$ cat src/rtl/user_input_pkg.sv
// Shared types for the PS/2 user-input front end: event codes,
// scan-code constants, prefix FSM states and the key map.
package user_input_pkg;

    typedef enum logic [2:0] {
        EV_LEFT     = 3'd0,
        EV_RIGHT    = 3'd1,
        EV_DOWN     = 3'd2,
        EV_ROTATE   = 3'd3,
        EV_NEW_GAME = 3'd4
    } event_e;

    localparam logic [7:0] SC_EXT    = 8'hE0;
    localparam logic [7:0] SC_BRK    = 8'hF0;
    localparam logic [7:0] SC_N      = 8'h31;
    localparam logic [7:0] SC_ROTATE = 8'h75;
    localparam logic [7:0] SC_LEFT   = 8'h6B;
    localparam logic [7:0] SC_RIGHT  = 8'h74;
    localparam logic [7:0] SC_DOWN   = 8'h72;

    typedef enum logic [1:0] {
        PS_IDLE,
        PS_EXT,
        PS_BRK,
        PS_EXT_BRK
    } pfx_state_e;

    typedef struct packed {
        logic   hit;
        event_e ev;
    } key_t;

    // Arrows only count when E0-prefixed; the plain codes are keypad keys.
    function automatic key_t map_key(logic ext, logic [7:0] code);
        key_t k;
        k.hit = 1'b1;
        k.ev  = EV_LEFT;
        if (!ext && code == SC_N)
            k.ev = EV_NEW_GAME;
        else if (ext && code == SC_ROTATE)
            k.ev = EV_ROTATE;
        else if (ext && code == SC_LEFT)
            k.ev = EV_LEFT;
        else if (ext && code == SC_RIGHT)
            k.ev = EV_RIGHT;
        else if (ext && code == SC_DOWN)
            k.ev = EV_DOWN;
        else
            k.hit = 1'b0;
        return k;
    endfunction

    function automatic logic is_repeatable(event_e ev);
        return (ev == EV_LEFT) || (ev == EV_RIGHT)
            || (ev == EV_DOWN);
    endfunction

endpackage

$ cat src/rtl/user_event_sync_fifo.sv
// Synchronous show-ahead event FIFO with a sticky overflow flag.
// Head entry is always visible on dout_o; a pop advances it.
module user_event_sync_fifo #(
    parameter int DWIDTH = 3,
    parameter int DEPTH  = 8
) (
    input  logic              clk_i,
    input  logic              rst_i,
    input  logic              push_i,
    input  logic [DWIDTH-1:0] din_i,
    input  logic              pop_i,
    output logic [DWIDTH-1:0] dout_o,
    output logic              empty_o,
    output logic              overflow_o
);

    localparam int AW = $clog2(DEPTH);
    localparam int CW = AW + 1;

    logic [DWIDTH-1:0] mem [DEPTH];
    logic [AW-1:0]     wr_ptr;
    logic [AW-1:0]     rd_ptr;
    logic [CW-1:0]     count;
    logic              full;
    logic              do_push;
    logic              do_pop;

    assign empty_o = (count == '0);
    assign full    = (count == CW'(DEPTH));
    assign do_pop  = pop_i && !empty_o;
    // A pop frees the slot, so a full FIFO still takes a push then.
    assign do_push = push_i && (!full || do_pop);
    assign dout_o  = mem[rd_ptr];

    always_ff @(posedge clk_i or posedge rst_i) begin
        if (rst_i) begin
            wr_ptr     <= '0;
            rd_ptr     <= '0;
            count      <= '0;
            overflow_o <= 1'b0;
            for (int i = 0; i < DEPTH; i++)
                mem[i] <= '0;
        end else begin
            if (do_push) begin
                mem[wr_ptr] <= din_i;
                wr_ptr      <= wr_ptr + 1'b1;
            end
            if (do_pop)
                rd_ptr <= rd_ptr + 1'b1;
            if (do_push && !do_pop)
                count <= count + 1'b1;
            else if (do_pop && !do_push)
                count <= count - 1'b1;
            if (push_i && full && !pop_i)
                overflow_o <= 1'b1;
        end
    end

endmodule

$ cat src/rtl/user_input_decoder.sv
// PS/2 set-2 scan-code decoder producing game events, with held-key
// tracking, movement auto-repeat and an event FIFO for the game logic.
module user_input_decoder
    import user_input_pkg::*;
#(
    parameter int EV_WIDTH      = 3,
    parameter int FIFO_DEPTH    = 8,
    parameter int REPEAT_DELAY  = 12500000,
    parameter int REPEAT_PERIOD = 2500000
) (
    input  logic                clk_i,
    input  logic                rst_i,
    input  logic [7:0]          ps2_key_data_i,
    input  logic                ps2_key_data_en_i,
    input  logic                repeat_en_i,
    input  logic                user_event_rd_req_i,
    output logic [EV_WIDTH-1:0] user_event_o,
    output logic                user_event_ready_o,
    output logic                overflow_o
);

    localparam int TMAX = (REPEAT_DELAY > REPEAT_PERIOD)
                        ? REPEAT_DELAY : REPEAT_PERIOD;
    localparam int TW = $clog2(TMAX + 1);

    localparam logic [TW-1:0] T_DELAY  = TW'(REPEAT_DELAY);
    localparam logic [TW-1:0] T_PERIOD = TW'(REPEAT_PERIOD);
    localparam logic [TW-1:0] T_ONE    = TW'(1);

    pfx_state_e    state;
    logic [4:0]    held;
    logic          trk_active;
    event_e        trk_key;
    logic [TW-1:0] timer;
    logic          pend;
    event_e        pend_key;

    logic          fin;
    logic          ext;
    logic          brk;
    key_t          key;
    logic          make_hit;
    logic          brk_hit;
    logic          make_push;
    logic          brk_trk;
    logic          retarget;
    logic          tick;
    logic          pend_fire;
    logic          to_idle;
    logic          push;
    event_e        push_ev;
    logic          empty;

    always_comb begin
        fin = 1'b0;
        ext = 1'b0;
        brk = 1'b0;
        if (ps2_key_data_en_i) begin
            unique case (state)
                PS_IDLE: begin
                    fin = (ps2_key_data_i != SC_EXT)
                       && (ps2_key_data_i != SC_BRK);
                end
                PS_EXT: begin
                    fin = (ps2_key_data_i != SC_BRK);
                    ext = 1'b1;
                end
                PS_BRK: begin
                    fin = 1'b1;
                    brk = 1'b1;
                end
                PS_EXT_BRK: begin
                    fin = 1'b1;
                    ext = 1'b1;
                    brk = 1'b1;
                end
                default: ;
            endcase
        end
    end

    assign key       = map_key(ext, ps2_key_data_i);
    assign make_hit  = fin && !brk && key.hit;
    assign brk_hit   = fin && brk && key.hit;
    // Typematic makes of an already-held key are swallowed here.
    assign make_push = make_hit && !held[key.ev];

    assign brk_trk  = brk_hit && trk_active
                   && (key.ev == trk_key);
    assign retarget = make_hit && repeat_en_i
                   && is_repeatable(key.ev)
                   && (!held[key.ev] || !trk_active
                       || (trk_key != key.ev));
    assign to_idle  = !repeat_en_i || brk_trk;
    assign tick     = trk_active && repeat_en_i
                   && held[trk_key] && !brk_trk
                   && (timer == T_ONE);

    assign pend_fire = pend && trk_active;
    assign push      = make_push || pend_fire || tick;

    always_comb begin
        push_ev = trk_key;
        if (make_push)
            push_ev = key.ev;
        else if (pend_fire)
            push_ev = pend_key;
    end

    always_ff @(posedge clk_i or posedge rst_i) begin
        if (rst_i) begin
            state <= PS_IDLE;
        end else if (ps2_key_data_en_i) begin
            unique case (state)
                PS_IDLE: begin
                    if (ps2_key_data_i == SC_EXT)
                        state <= PS_EXT;
                    else if (ps2_key_data_i == SC_BRK)
                        state <= PS_BRK;
                    else
                        state <= PS_IDLE;
                end
                PS_EXT: begin
                    if (ps2_key_data_i == SC_BRK)
                        state <= PS_EXT_BRK;
                    else
                        state <= PS_IDLE;
                end
                default: state <= PS_IDLE;
            endcase
        end
    end

    always_ff @(posedge clk_i or posedge rst_i) begin
        if (rst_i) begin
            held <= '0;
        end else if (make_hit) begin
            held[key.ev] <= 1'b1;
        end else if (brk_hit) begin
            held[key.ev] <= 1'b0;
        end
    end

    always_ff @(posedge clk_i or posedge rst_i) begin
        if (rst_i) begin
            trk_active <= 1'b0;
            trk_key    <= EV_LEFT;
            timer      <= '0;
        end else if (to_idle) begin
            trk_active <= 1'b0;
        end else if (retarget) begin
            trk_active <= 1'b1;
            trk_key    <= key.ev;
            timer      <= T_DELAY;
        end else if (tick) begin
            timer <= T_PERIOD;
        end else if (trk_active && timer > T_ONE) begin
            timer <= timer - T_ONE;
        end
    end

    // A tick that loses to a decoded make waits one cycle here.
    always_ff @(posedge clk_i or posedge rst_i) begin
        if (rst_i) begin
            pend     <= 1'b0;
            pend_key <= EV_LEFT;
        end else if (to_idle) begin
            pend <= 1'b0;
        end else if (make_push) begin
            pend <= pend_fire || tick;
            if (tick)
                pend_key <= trk_key;
        end else begin
            pend     <= pend_fire && tick;
            pend_key <= trk_key;
        end
    end

    user_event_sync_fifo #(
        .DWIDTH (EV_WIDTH),
        .DEPTH  (FIFO_DEPTH)
    ) u_fifo (
        .clk_i      (clk_i),
        .rst_i      (rst_i),
        .push_i     (push),
        .din_i      (EV_WIDTH'(push_ev)),
        .pop_i      (user_event_rd_req_i),
        .dout_o     (user_event_o),
        .empty_o    (empty),
        .overflow_o (overflow_o)
    );

    assign user_event_ready_o = !empty;

endmodule

$ cat config.mk
export PLATFORM = sky130hd
export DESIGN_NAME = user_input_decoder
export DESIGN_NICKNAME = d
export VERILOG_FILES = /design/src/rtl/user_input_pkg.sv /design/src/rtl/user_event_sync_fifo.sv /design/src/rtl/user_input_decoder.sv
export SDC_FILE = /design/constraint.sdc
export NUM_CORES = 1
export LEC_CHECK = 0
export BUFFER_PORTS_ARGS = -buffer_cell sky130_fd_sc_hd__buf_2
export CAP_MARGIN = 20
export CORE_UTILIZATION = 30
export DETAILED_ROUTE_END_ITERATION = 10
export PLACE_DENSITY = 0.53
export REMOVE_ABC_BUFFERS = 1
export SLEW_MARGIN = 25
export SYNTH_ARGS = -nofsm -noshare
export SYNTH_HDL_FRONTEND = slang
export SYNTH_SLANG_ARGS = --single-unit
$ cat constraint.sdc
create_clock -name clk_i -period 4.9 [get_ports clk_i]
set_input_delay 0.245 -clock clk_i [delete_from_list [all_inputs] [get_ports clk_i]]
set_output_delay 0.245 -clock clk_i [all_outputs]
set_load 0.05 [all_outputs]
# == Word-level counts from Yosys, hierarchy flattened ==
# Index checks and enable logic that the tools add are counted.
# classes
n_addsub,5
div_mod_pow,0
eq_ne,19
bitwise_logic,6
magnitude_cmp,7
shift,0
mux,47
mul,0
n_reduce_logical,63
# op_table
cell,n
$mux W24,3
$eq A8 B7 Y1 const B,4
$logic_and A1 B1 Y1,31
$bwmux W24,1
$eq A24 B1 Y1 const B,1
$gt A24 B1 Y1 const B,1
$mux W3,8
$sub A24 B1 Y24 const B,1
$mux W1,17
$eq A8 B8 Y1 const B,2
$ne A8 B8 Y1 const B,2
$mux W2,7
$logic_not A1 Y1,11
$mux W5,2
$bmux W3 S3,1
$demux W3 S3,1
$logic_or A1 B1 Y1,9
$eq A8 B6 Y1 const B,1
$ge A4 B4 Y1 const B,2
$lt A3 B4 Y1 const B,2
$mux W4,2
$not A3 Y4,2
$add A3 B1 Y3 const B,2
$bmux W1 S3,2
26 further kinds,32
# totals
latchBits,0
mem_count,0
rom_bits,0
mem_bits_rw,0
register_bits,74
out_inout_bits,5
elab_cells,166
inputBits,13

# == Logic depth before layout (Yosys ltp) ==
# Gate-level depths: netlist of the first run.
# depth
depth_word,22
depth_mapped,16
depth_no_buf,14

# == Hierarchy ==
# A second synthesis of the first run with hierarchy kept.
# unflattened
hier_cells,414
area_unflattened_um2,4451.8
# modules_own_cells
mod,area_per_inst_um2,seq_area_each_um2,n_inst,cells_per_inst
user_input_decoder,2607.5,975.9,1,280
user_event_sync_fifo,1844.3,875.8,1,134

# == Worst setup path after synthesis of the first run ==
# No wires, ideal clock.
# synth_timing
path_kind,register to register
startpoint,register timer[5]
endpoint,register u_fifo.count[3]
stages_incl_launch_ff,16
path_buffers,2
synth_period_minus_slack_ps,3530
required_ps,4775
setup_ps,125
setup_slack_ps,1370
t_arrival_ps,3405
path_cell_list,dfrtp_1 nor3_1 nand4_1 or4_4 a311o_1 buf_6 a31oi_4 buf_6 ha_1 inv_1 ha_1 a21o_1 a21oi_1 xnor2_1 nor2_1 xor2_1
# synth_between
elab_chain_cells,7
elab_cells_between_ends,9
cone_classes,eq/ne (1); mux (1); reduce/logical (7)
# synth_rtl
element,line,text
start: declaration,user_input_decoder.sv:34,logic [TW-1:0] timer;
start signal: assignment,user_input_decoder.sv:158,timer <= timer - T_ONE;
$eq A24 B1 Y1 *,user_input_decoder.sv:97,&& (timer == T_ONE);
$logic_and A1 B1 Y1 *,user_input_decoder.sv:97,
$logic_or A1 B1 Y1 *,user_input_decoder.sv:100,assign push = make_push || pend_fire || tick;
$logic_and A1 B1 Y1 *,user_event_sync_fifo.sv:32,assign do_push = push_i && (!full || do_pop);
named net u_fifo.do_push,user_event_sync_fifo.sv:25,logic do_push;
$logic_not A1 Y1,user_event_sync_fifo.sv:52,else if (do_pop && !do_push)
$logic_and A1 B1 Y1,user_event_sync_fifo.sv:52,
$reduce_bool A2 Y1 (no source line),-,
end signal: assignment,user_event_sync_fifo.sv:51,count <= count + 1'b1;
end signal: assignment,user_event_sync_fifo.sv:53,count <= count - 1'b1;
end: declaration,user_event_sync_fifo.sv:23,logic [CW-1:0] count;
# The timed path passes the listed nets; every way through them passes the cells marked *.
# A chain may end at the register's enable or synchronous reset.

# == Worst setup path after layout of the first run ==
# layout_timing
startpoint,register timer[5]
endpoint,register u_fifo.count[3]
# layout_between
elab_chain_cells,7
elab_cells_between_ends,9
cone_classes,eq/ne (1); mux (1); reduce/logical (7)
# layout_rtl
element,line
$eq A24 B1 Y1 *,user_input_decoder.sv:97
$logic_and A1 B1 Y1 *,user_input_decoder.sv:97
$logic_or A1 B1 Y1 *,user_input_decoder.sv:100
$logic_and A1 B1 Y1 *,user_event_sync_fifo.sv:32
$logic_not A1 Y1,user_event_sync_fifo.sv:52
$logic_and A1 B1 Y1,user_event_sync_fifo.sv:52
$reduce_bool A2 Y1 (no source line),-
# Every way passes the cells marked *; elsewhere a longest branch is shown, timed or not.

==> impl_metrics.prom, run 1 <==
# TYPE chip_impl_metric gauge
chip_impl_metric{name="drt_first_iter_violations",unit=""} 165
chip_impl_metric{name="clk_transition_reported_paths",unit="ns"} 0.06
chip_impl_metric{name="final_hold_viol_count",unit=""} 0
chip_impl_metric{name="synth_enable_flop_cells",unit=""} 0
chip_impl_metric{name="tritoncts.num_buffers",unit=""} 9
chip_impl_metric{name="setup_tns",unit="ns"} 0
chip_impl_metric{name="async_reset_ff_share",unit="%"} 100
chip_impl_metric{name="period_share",unit="%"} 83.2
chip_impl_metric{name="grt-ovfl-total",unit=""} 0
chip_impl_info{name="r2r_start",value="timer[5]"} 1
chip_impl_metric{name="floorplan.io_pins",unit=""} 18
chip_impl_metric{name="std_cell_rows",unit=""} 43
chip_impl_metric{name="nFillCells",unit=""} 1370
chip_impl_metric{name="max-vdd-ir-drop",unit="mV"} 0.146
chip_impl_metric{name="detail_route.wl_per_cell",unit="um"} 15.8
chip_impl_metric{name="clock_sinks",unit=""} 74
chip_impl_metric{name="layout-drive-gt1-share",unit="%"} 21.5
chip_impl_info{name="worst_r2r_endpoint",value="u_fifo.count[3]"} 1
chip_impl_metric{name="r2r_depth",unit=""} 13
chip_impl_info{name="holdCritPathClass",value="in -> async"} 1
chip_impl_metric{name="timing_worst_slew_pin_value",unit="ns"} 0.871
chip_impl_info{name="ctsRootBufferMaster",value="sky130_fd_sc_hd__clkbuf_16"} 1
chip_impl_info{name="most_used_flip_flop_cell_after_synthesis",value="sky130_fd_sc_hd__dfrtp_1"} 1
chip_impl_metric{name="synthesis.area_per_instance",unit="sq um"} 10.5
chip_impl_metric{name="post_synth_instance_area",unit="sq mm"} 0.00424
chip_impl_metric{name="place.gp.congestion",unit=""} 0.770
chip_impl_metric{name="report.final.setup_viol",unit=""} 0
chip_impl_metric{name="grt_antenna_before_repair",unit=""} 0
chip_impl_metric{name="totalWireLength",unit="um"} 9510
chip_impl_metric{name="synth-seq-area-share",unit="%"} 43.7
chip_impl_metric{name="floorplan.die.height",unit="um"} 121
chip_impl_metric{name="routed-via-count",unit=""} 3178
chip_impl_metric{name="static-leakage-power",unit="nW"} 2.22
chip_impl_metric{name="clock_buffer_depth",unit=""} 2
chip_impl_metric{name="synth-warning-count",unit=""} 0
chip_impl_metric{name="initial_core_util",unit="%"} 30.7
chip_impl_metric{name="first_global_vias",unit=""} 3166
chip_impl_metric{name="crit_path_max_fanout",unit=""} 12
chip_impl_info{name="start_kind",value="flip-flop"} 1
chip_impl_metric{name="post_cts_resize_count",unit=""} 0
chip_impl_metric{name="syn-instance-count",unit=""} 405
chip_impl_metric{name="width_of_the_die",unit="um"} 121
chip_impl_metric{name="cellPowerDensity",unit="mW/mm^2"} 347
chip_impl_metric{name="insertedDiodeCount",unit=""} 0
chip_impl_metric{name="final_period_minus_worst_setup_slack",unit="ns"} 4.08
chip_impl_metric{name="dpl.hpwl",unit="um"} 6780
chip_impl_metric{name="areaGrowthSynthToFinish",unit="%"} 14.0
chip_impl_metric{name="remaining_antenna_violation_count_after_routing",unit=""} 0
chip_impl_metric{name="critical_path_rt",unit="ns"} 5.12
chip_impl_info{name="worst_setup_path_end_kind",value="flip-flop"} 1
chip_impl_metric{name="drc",unit=""} 0
chip_impl_info{name="tritoncts",value="done"} 1
chip_impl_metric{name="grt_max_degree",unit=""} 49
chip_impl_metric{name="clk_latency",unit="ns"} 0.33
chip_impl_info{name="grt_setup_unrepaired",value="no"} 1
chip_impl_metric{name="clock_skew",unit="ns"} 0.00541
chip_impl_metric{name="floorplan.die_area",unit="sq mm"} 0.0146
chip_impl_metric{name="viasPerCell",unit=""} 5.26
chip_impl_metric{name="critical_path_arrival",unit="ns"} 4.30
chip_impl_metric{name="finish.net_count",unit=""} 440
chip_impl_metric{name="grt_first_pass_wirelength",unit="um"} 16100
chip_impl_info{name="critical_path_class",value="reg -> reg"} 1
chip_impl_metric{name="final.hold.worst_slack",unit="ns"} 0.0656
chip_impl_metric{name="minimum_setup_slack_among_reg_to_reg_paths",unit="ns"} 0.82
chip_impl_metric{name="numPortBuffers",unit=""} 17
chip_impl_metric{name="postSynthRegisterBits",unit=""} 74
chip_impl_metric{name="core_area",unit="sq mm"} 0.0138
chip_impl_metric{name="cts.hold.buffers_added",unit=""} 0
chip_impl_metric{name="slew_limit_fails",unit=""} 0
chip_impl_metric{name="clock_tree.htree_level_count",unit=""} 3
chip_impl_metric{name="max_freq",unit="MHz"} 245
chip_impl_metric{name="pre_repair_dr_iteration_count",unit=""} 4
chip_impl_metric{name="post-cts-setup-buffers",unit=""} 0
chip_impl_metric{name="maxCapViolCount",unit=""} 0
chip_impl_metric{name="relSlewSlack",unit="%"} 41.9
chip_impl_metric{name="synth.lib_cells_used.distinct",unit=""} 62
chip_impl_metric{name="global_route.usage.total",unit="%"} 14.2
chip_impl_info{name="result_of_the_run",value="finished, final reports clean"} 1
power by group:
| part | leakage (nW) | total [mW] | internal, mW | switching (mW) |
|---|---|---|---|---|
| logic | 1.07 | 0.236 | 0.119 | 0.117 |
| clock network | 0.159 | 0.717 | 0.460 | 0.257 |
| registers | 0.996 | 0.726 | 0.651 | 0.0742 |
| total | 2.22 | 1.68 | 1.23 | 0.448 |
per-stage QoR:
step / util, % / total power [mW] / cells / setup WS, ns / cell area, sq um
after floorplan: - / 0.904 / 389 / 1.28 / 4160
after detailed placement: 32.6 / 0.978 / 588 / 0.828 / 4500
after CTS: 35.0 / 1.70 / 604 / 0.817 / 4830
final: 35.0 / 1.68 / 604 / 0.821 / 4830
after global placement: 32.5 / 0.965 / 588 / 0.966 / 4490
after global routing: 35.0 / 1.77 / 604 / 0.535 / 4830
registers in the layout, indices dropped and copies added (netlist names), named ones only:
signal and cells:
u_fifo.count 4, u_fifo.overflow_o 1, trk_active 1, state 2, trk_key 3, u_fifo.wr_ptr 3, pend_key 3, u_fifo.mem 24
timer 24, pend 1, u_fifo.rd_ptr 3
placed cells by master, fill, tap and decap left out, drive strengths merged, types with 6 or more instances in the layout:
cell type / synthesis / layout
o21ai: 24 / 24
nand3: 10 / 10
nand2: 31 / 31
a31oi: 6 / 6
and3: 6 / 6
nand4: 7 / 7
dfrtp: 74 / 74
or3: 6 / 6
clkbuf: 9 / 10
mux2i: 6 / 6
inv: 12 / 11
ha: 7 / 7
nor2: 22 / 22
xnor2: 7 / 7
and2: 6 / 6
a21oi: 23 / 23
mux2: 34 / 34
nor3: 19 / 19
buf: 7 / 19
mux4: 7 / 7
logic make-up after synthesis:
group           after synthesis  synth area share [%]
buf+inv                      28                  2.95
mux                          47                  14.2
fa+ha+maj                     9                  2.77
xor+xnor                      9                  1.86
flops                        74                  43.7
simple gates                149                  20.4
compound gates               89                  14.2
worst max-delay path, cell delays in order (launching register included):
cell                      delay, ns
sky130_fd_sc_hd__dfrtp_1       0.41
sky130_fd_sc_hd__nor3_1        0.46
sky130_fd_sc_hd__nand4_1       0.25
sky130_fd_sc_hd__or4_4         0.55
sky130_fd_sc_hd__a311o_1       0.52
sky130_fd_sc_hd__a31oi_4       0.45
sky130_fd_sc_hd__ha_1          0.27
sky130_fd_sc_hd__inv_1         0.09
sky130_fd_sc_hd__ha_1          0.28
sky130_fd_sc_hd__a21o_1        0.17
sky130_fd_sc_hd__a21oi_1       0.17
sky130_fd_sc_hd__xnor2_1       0.13
sky130_fd_sc_hd__nor2_1        0.06
sky130_fd_sc_hd__xor2_1        0.14
Yosys cell counts, types with 3 or more instances:
cell	instances	area (sq um)
sky130_fd_sc_hd__a21o_1	3	22.5
sky130_fd_sc_hd__o21ai_0	24	120
sky130_fd_sc_hd__ha_1	7	87.6
sky130_fd_sc_hd__or3_1	6	37.5
sky130_fd_sc_hd__nor2b_1	5	31.3
sky130_fd_sc_hd__nor3b_1	4	30.0
sky130_fd_sc_hd__inv_1	12	45.0
sky130_fd_sc_hd__dfrtp_1	74	1850
sky130_fd_sc_hd__o211a_1	3	30.0
sky130_fd_sc_hd__a311oi_1	3	26.3
sky130_fd_sc_hd__o311ai_0	3	26.3
sky130_fd_sc_hd__xnor2_1	7	61.3
sky130_fd_sc_hd__and4_1	5	43.8
sky130_fd_sc_hd__mux4_2	7	158
sky130_fd_sc_hd__mux2_2	32	360
sky130_fd_sc_hd__and2_1	6	37.5
sky130_fd_sc_hd__a211o_1	4	35.0
sky130_fd_sc_hd__nor4b_1	5	43.8
sky130_fd_sc_hd__nand4_1	6	37.5
sky130_fd_sc_hd__o211ai_1	3	22.5
sky130_fd_sc_hd__a21oi_1	23	115
sky130_fd_sc_hd__or2_2	4	25.0
sky130_fd_sc_hd__nor2_1	22	82.6
sky130_fd_sc_hd__mux2i_1	6	60.1
sky130_fd_sc_hd__nor3_1	19	95.1
sky130_fd_sc_hd__nand3_1	10	50.1
sky130_fd_sc_hd__clkbuf_1	9	33.8
sky130_fd_sc_hd__a31oi_1	5	31.3
sky130_fd_sc_hd__and3_1	6	37.5
sky130_fd_sc_hd__nand3b_1	3	22.5
sky130_fd_sc_hd__nand2_1	31	116
sky130_fd_sc_hd__buf_2	4	20.0
sky130_fd_sc_hd__nand4b_2	3	45.0
sky130_fd_sc_hd__o31a_1	3	26.3
sky130_fd_sc_hd__o31ai_1	3	22.5
metal layers:
metal  wire length [um]  up-vias  track usage, %  share of wire, %
li1                   -     1545               -                 -
met1               4670     1582            18.6                49
met2               4460       42            22.7                47
met3                249        9            3.43               2.6
met4                127        0            5.02               1.3
met5                  0        -               0                 0
worst max path at each step:
stage	startpoint	to	slack (ns)	depth (start not counted)
after floorplan	timer[5]	u_fifo.count[3]	1.28	13
after global placement	timer[5]	u_fifo.count[3]	0.97	13
after detailed placement	timer[5]	u_fifo.count[3]	0.83	13
after CTS	timer[5]	u_fifo.count[3]	0.82	13
after global routing	timer[5]	u_fifo.count[3]	0.54	13
final	timer[5]	u_fifo.count[3]	0.82	13
layout make-up:
class,count,area [sq um],area share (%)
Clock buffer,10,239,4.94
Clock inverter,6,90.1,1.86
Inverter,12,46.3,0.958
Multi-Input combinational cell,303,2280,47.2
Sequential cell,74,1850,38.3
Tap cell,180,225,4.66
Timing Repair Buffer,19,100,2.07
(Power assumes the default switching activity.)
==> inputs of run 2 (changes only) <==
==> constraint.sdc (replaced) <==
create_clock -name clk_i -period 4.25 [get_ports clk_i]
set_input_delay 0.2125 -clock clk_i [delete_from_list [all_inputs] [get_ports clk_i]]
set_output_delay 0.2125 -clock clk_i [all_outputs]
set_load 0.05 [all_outputs]
==> run 2 against run 1 <==
Critical path depth is the same. Clock power is 21% higher. Via count rose by 0.22%. Critical path type unchanged. Maximum frequency increased by 12%. Critical endpoint unchanged. Register-to-register slack got worse by 0.21 ns. Final cell count rose by 0.83%. Combinational power rose by 15%. First-iteration DRC count up 30%.
==> impl_metrics.prom, run 2 (synthesis gave the netlist of run 1 again) <==
# TYPE chip_impl_metric gauge
chip_impl_metric{name="p_total",unit="mW"} 1.98
chip_impl_metric{name="maxCapViolCount",unit=""} 0
chip_impl_info{name="result_of_the_run",value="finished, final reports clean"} 1
chip_impl_metric{name="final_period_minus_worst_setup_slack",unit="ns"} 3.64
chip_impl_metric{name="final_hold_viol_count",unit=""} 0
chip_impl_metric{name="placedCellCount",unit=""} 594
chip_impl_metric{name="core_area",unit="sq mm"} 0.0138
chip_impl_metric{name="clk_latency",unit="ns"} 0.33
chip_impl_metric{name="dpl.hpwl",unit="um"} 6840
chip_impl_metric{name="routed-via-count",unit=""} 3185
chip_impl_metric{name="slew_limit_fails",unit=""} 0
chip_impl_metric{name="grt_antenna_before_repair",unit=""} 0
chip_impl_info{name="r2r_start",value="timer[5]"} 1
chip_impl_metric{name="finish.net_count",unit=""} 446
chip_impl_metric{name="critical_path_rt",unit="ns"} 4.47
chip_impl_metric{name="remaining_antenna_violation_count_after_routing",unit=""} 0
chip_impl_info{name="critical_path_class",value="reg -> reg"} 1
chip_impl_metric{name="timing_worst_slew_pin_value",unit="ns"} 0.850
chip_impl_metric{name="viasPerCell",unit=""} 5.23
chip_impl_metric{name="max_freq",unit="MHz"} 275
chip_impl_metric{name="clk_transition_reported_paths",unit="ns"} 0.06
chip_impl_info{name="final_cell_mix",value="74 x sky130_fd_sc_hd__dfrtp_1, 32 x sky130_fd_sc_hd__mux2_2, 31 x sky130_fd_sc_hd__nand2_1"} 1
chip_impl_metric{name="areaGrowthSynthToFinish",unit="%"} 15.0
chip_impl_info{name="ctsRootBufferMaster",value="sky130_fd_sc_hd__clkbuf_16"} 1
chip_impl_metric{name="clock_tree.htree_level_count",unit=""} 3
chip_impl_metric{name="final.hold.worst_slack",unit="ns"} 0.0209
chip_impl_info{name="worst_setup_path_end_kind",value="flip-flop"} 1
chip_impl_info{name="grt_setup_unrepaired",value="no"} 1
chip_impl_metric{name="numPortBuffers",unit=""} 17
chip_impl_metric{name="regArea",unit="sq mm"} 0.00185
chip_impl_metric{name="pre_repair_dr_iteration_count",unit=""} 4
chip_impl_metric{name="floorplan.die_area",unit="sq mm"} 0.0146
chip_impl_metric{name="period_share",unit="%"} 85.7
chip_impl_metric{name="setup_tns",unit="ns"} 0
chip_impl_metric{name="clock_sinks",unit=""} 74
chip_impl_metric{name="r2r_depth",unit=""} 13
chip_impl_metric{name="floorplan.io_pins",unit=""} 18
chip_impl_metric{name="grt-ovfl-total",unit=""} 0
chip_impl_metric{name="max-vdd-ir-drop",unit="mV"} 0.230
chip_impl_metric{name="first_global_vias",unit=""} 3309
chip_impl_metric{name="totalWireLength",unit="um"} 9710
chip_impl_metric{name="grt_first_pass_wirelength",unit="um"} 16900
chip_impl_metric{name="cts.hold.buffers_added",unit=""} 0
chip_impl_info{name="final_common_cell",value="sky130_fd_sc_hd__dfrtp_1"} 1
chip_impl_info{name="worst_r2r_endpoint",value="u_fifo.count[3]"} 1
chip_impl_metric{name="drt_first_iter_violations",unit=""} 214
chip_impl_metric{name="final_area",unit="sq mm"} 0.00488
chip_impl_metric{name="relSlewSlack",unit="%"} 43.0
chip_impl_metric{name="static-leakage-power",unit="nW"} 2.26
chip_impl_metric{name="post-cts-setup-buffers",unit=""} 0
chip_impl_metric{name="clock_skew",unit="ns"} 0.0101
chip_impl_info{name="tritoncts",value="done"} 1
chip_impl_metric{name="initial_core_util",unit="%"} 30.7
chip_impl_metric{name="crit_path_max_fanout",unit=""} 5
chip_impl_metric{name="floorplan.die.height",unit="um"} 121
chip_impl_metric{name="grt_max_degree",unit=""} 39
chip_impl_metric{name="post-route-worst-setup-slack",unit="ns"} 0.608
chip_impl_metric{name="detail_route.wl_per_cell",unit="um"} 15.9
chip_impl_metric{name="place.gp.congestion",unit=""} 0.769
chip_impl_metric{name="post_cts_resize_count",unit=""} 0
chip_impl_metric{name="std_cell_rows",unit=""} 43
chip_impl_metric{name="report.final.setup_viol",unit=""} 0
chip_impl_metric{name="global_route.usage.total",unit="%"} 14.8
chip_impl_metric{name="tritoncts.num_buffers",unit=""} 9
chip_impl_metric{name="stdcell_count",unit=""} 609
chip_impl_metric{name="width_of_the_die",unit="um"} 121
chip_impl_metric{name="drc",unit=""} 0
chip_impl_metric{name="dpl_cell_area",unit="sq mm"} 0.00454
chip_impl_metric{name="pre_cts_ws",unit="ns"} 0.623
chip_impl_metric{name="minimum_setup_slack_among_reg_to_reg_paths",unit="ns"} 0.61
chip_impl_metric{name="layout-drive-gt1-share",unit="%"} 22.1
chip_impl_metric{name="multi_input_comb_area",unit="sq mm"} 0.00227
chip_impl_info{name="holdCritPathClass",value="in -> async"} 1
chip_impl_info{name="top_regs",value="timer (24), u_fifo.mem (24), u_fifo.count (4)"} 1
chip_impl_info{name="start_kind",value="flip-flop"} 1
chip_impl_metric{name="clock_buffer_depth",unit=""} 2
chip_impl_metric{name="finalCoreUtilization",unit="%"} 35.3
chip_impl_metric{name="critical_path_arrival",unit="ns"} 3.86
chip_impl_metric{name="nFillCells",unit=""} 1382
chip_impl_metric{name="cellPowerDensity",unit="mW/mm^2"} 405
chip_impl_metric{name="insertedDiodeCount",unit=""} 0
[run 2: worst max path at each step]
stage / start / end / slack, ns / cells past startpoint
floorplan: timer[5] / u_fifo.count[3] / 0.63 / 13
global placement: timer[5] / u_fifo.count[3] / 0.70 / 13
detailed placement: timer[5] / u_fifo.count[3] / 0.62 / 13
CTS: timer[5] / u_fifo.count[3] / 0.62 / 13
global route: timer[5] / u_fifo.count[3] / 0.41 / 13
finish: timer[5] / u_fifo.count[3] / 0.61 / 13
[run 2: critical path: stages, from the launching register on]
cell and delay, ns:
sky130_fd_sc_hd__dfrtp_1 0.41, sky130_fd_sc_hd__nor3_1 0.43, sky130_fd_sc_hd__nand4_1 0.26, sky130_fd_sc_hd__or4_4 0.57
sky130_fd_sc_hd__a311o_1 0.41, sky130_fd_sc_hd__a31oi_4 0.19, sky130_fd_sc_hd__ha_1 0.20, sky130_fd_sc_hd__inv_1 0.09
sky130_fd_sc_hd__ha_1 0.27, sky130_fd_sc_hd__a21o_1 0.17, sky130_fd_sc_hd__a21oi_1 0.18, sky130_fd_sc_hd__xnor2_1 0.13
sky130_fd_sc_hd__nor2_1 0.06, sky130_fd_sc_hd__xor2_1 0.14
[run 2: final cells by class]
| type | count | share of cell area [%] |
|---|---|---|
| multi-input cells | 303 | 46.5 |
| flip-flops and latches | 74 | 38.0 |
| clock buffers | 9 | 4.62 |
| well taps | 180 | 4.62 |
| repair buffers | 25 | 2.98 |
| clock inverters | 6 | 2.36 |
| inverters | 12 | 0.924 |
[run 2: power breakdown]
part | internal, mW | switching (mW) | total [mW]
logic | 0.138 | 0.134 | 0.272
clock network | 0.573 | 0.298 | 0.871
registers | 0.751 | 0.0830 | 0.834
total | 1.46 | 0.515 | 1.98
[run 2: layer usage]
metal / GRT usage [%] / vias to the layer above / share of wire, %
met2: 24.6 / 44 / 50
met5: 0 / - / 0
met3: 4.37 / 4 / 3.1
li1: - / 1562 / -
met1: 18.6 / 1575 / 46
met4: 3.86 / 0 / 0.79
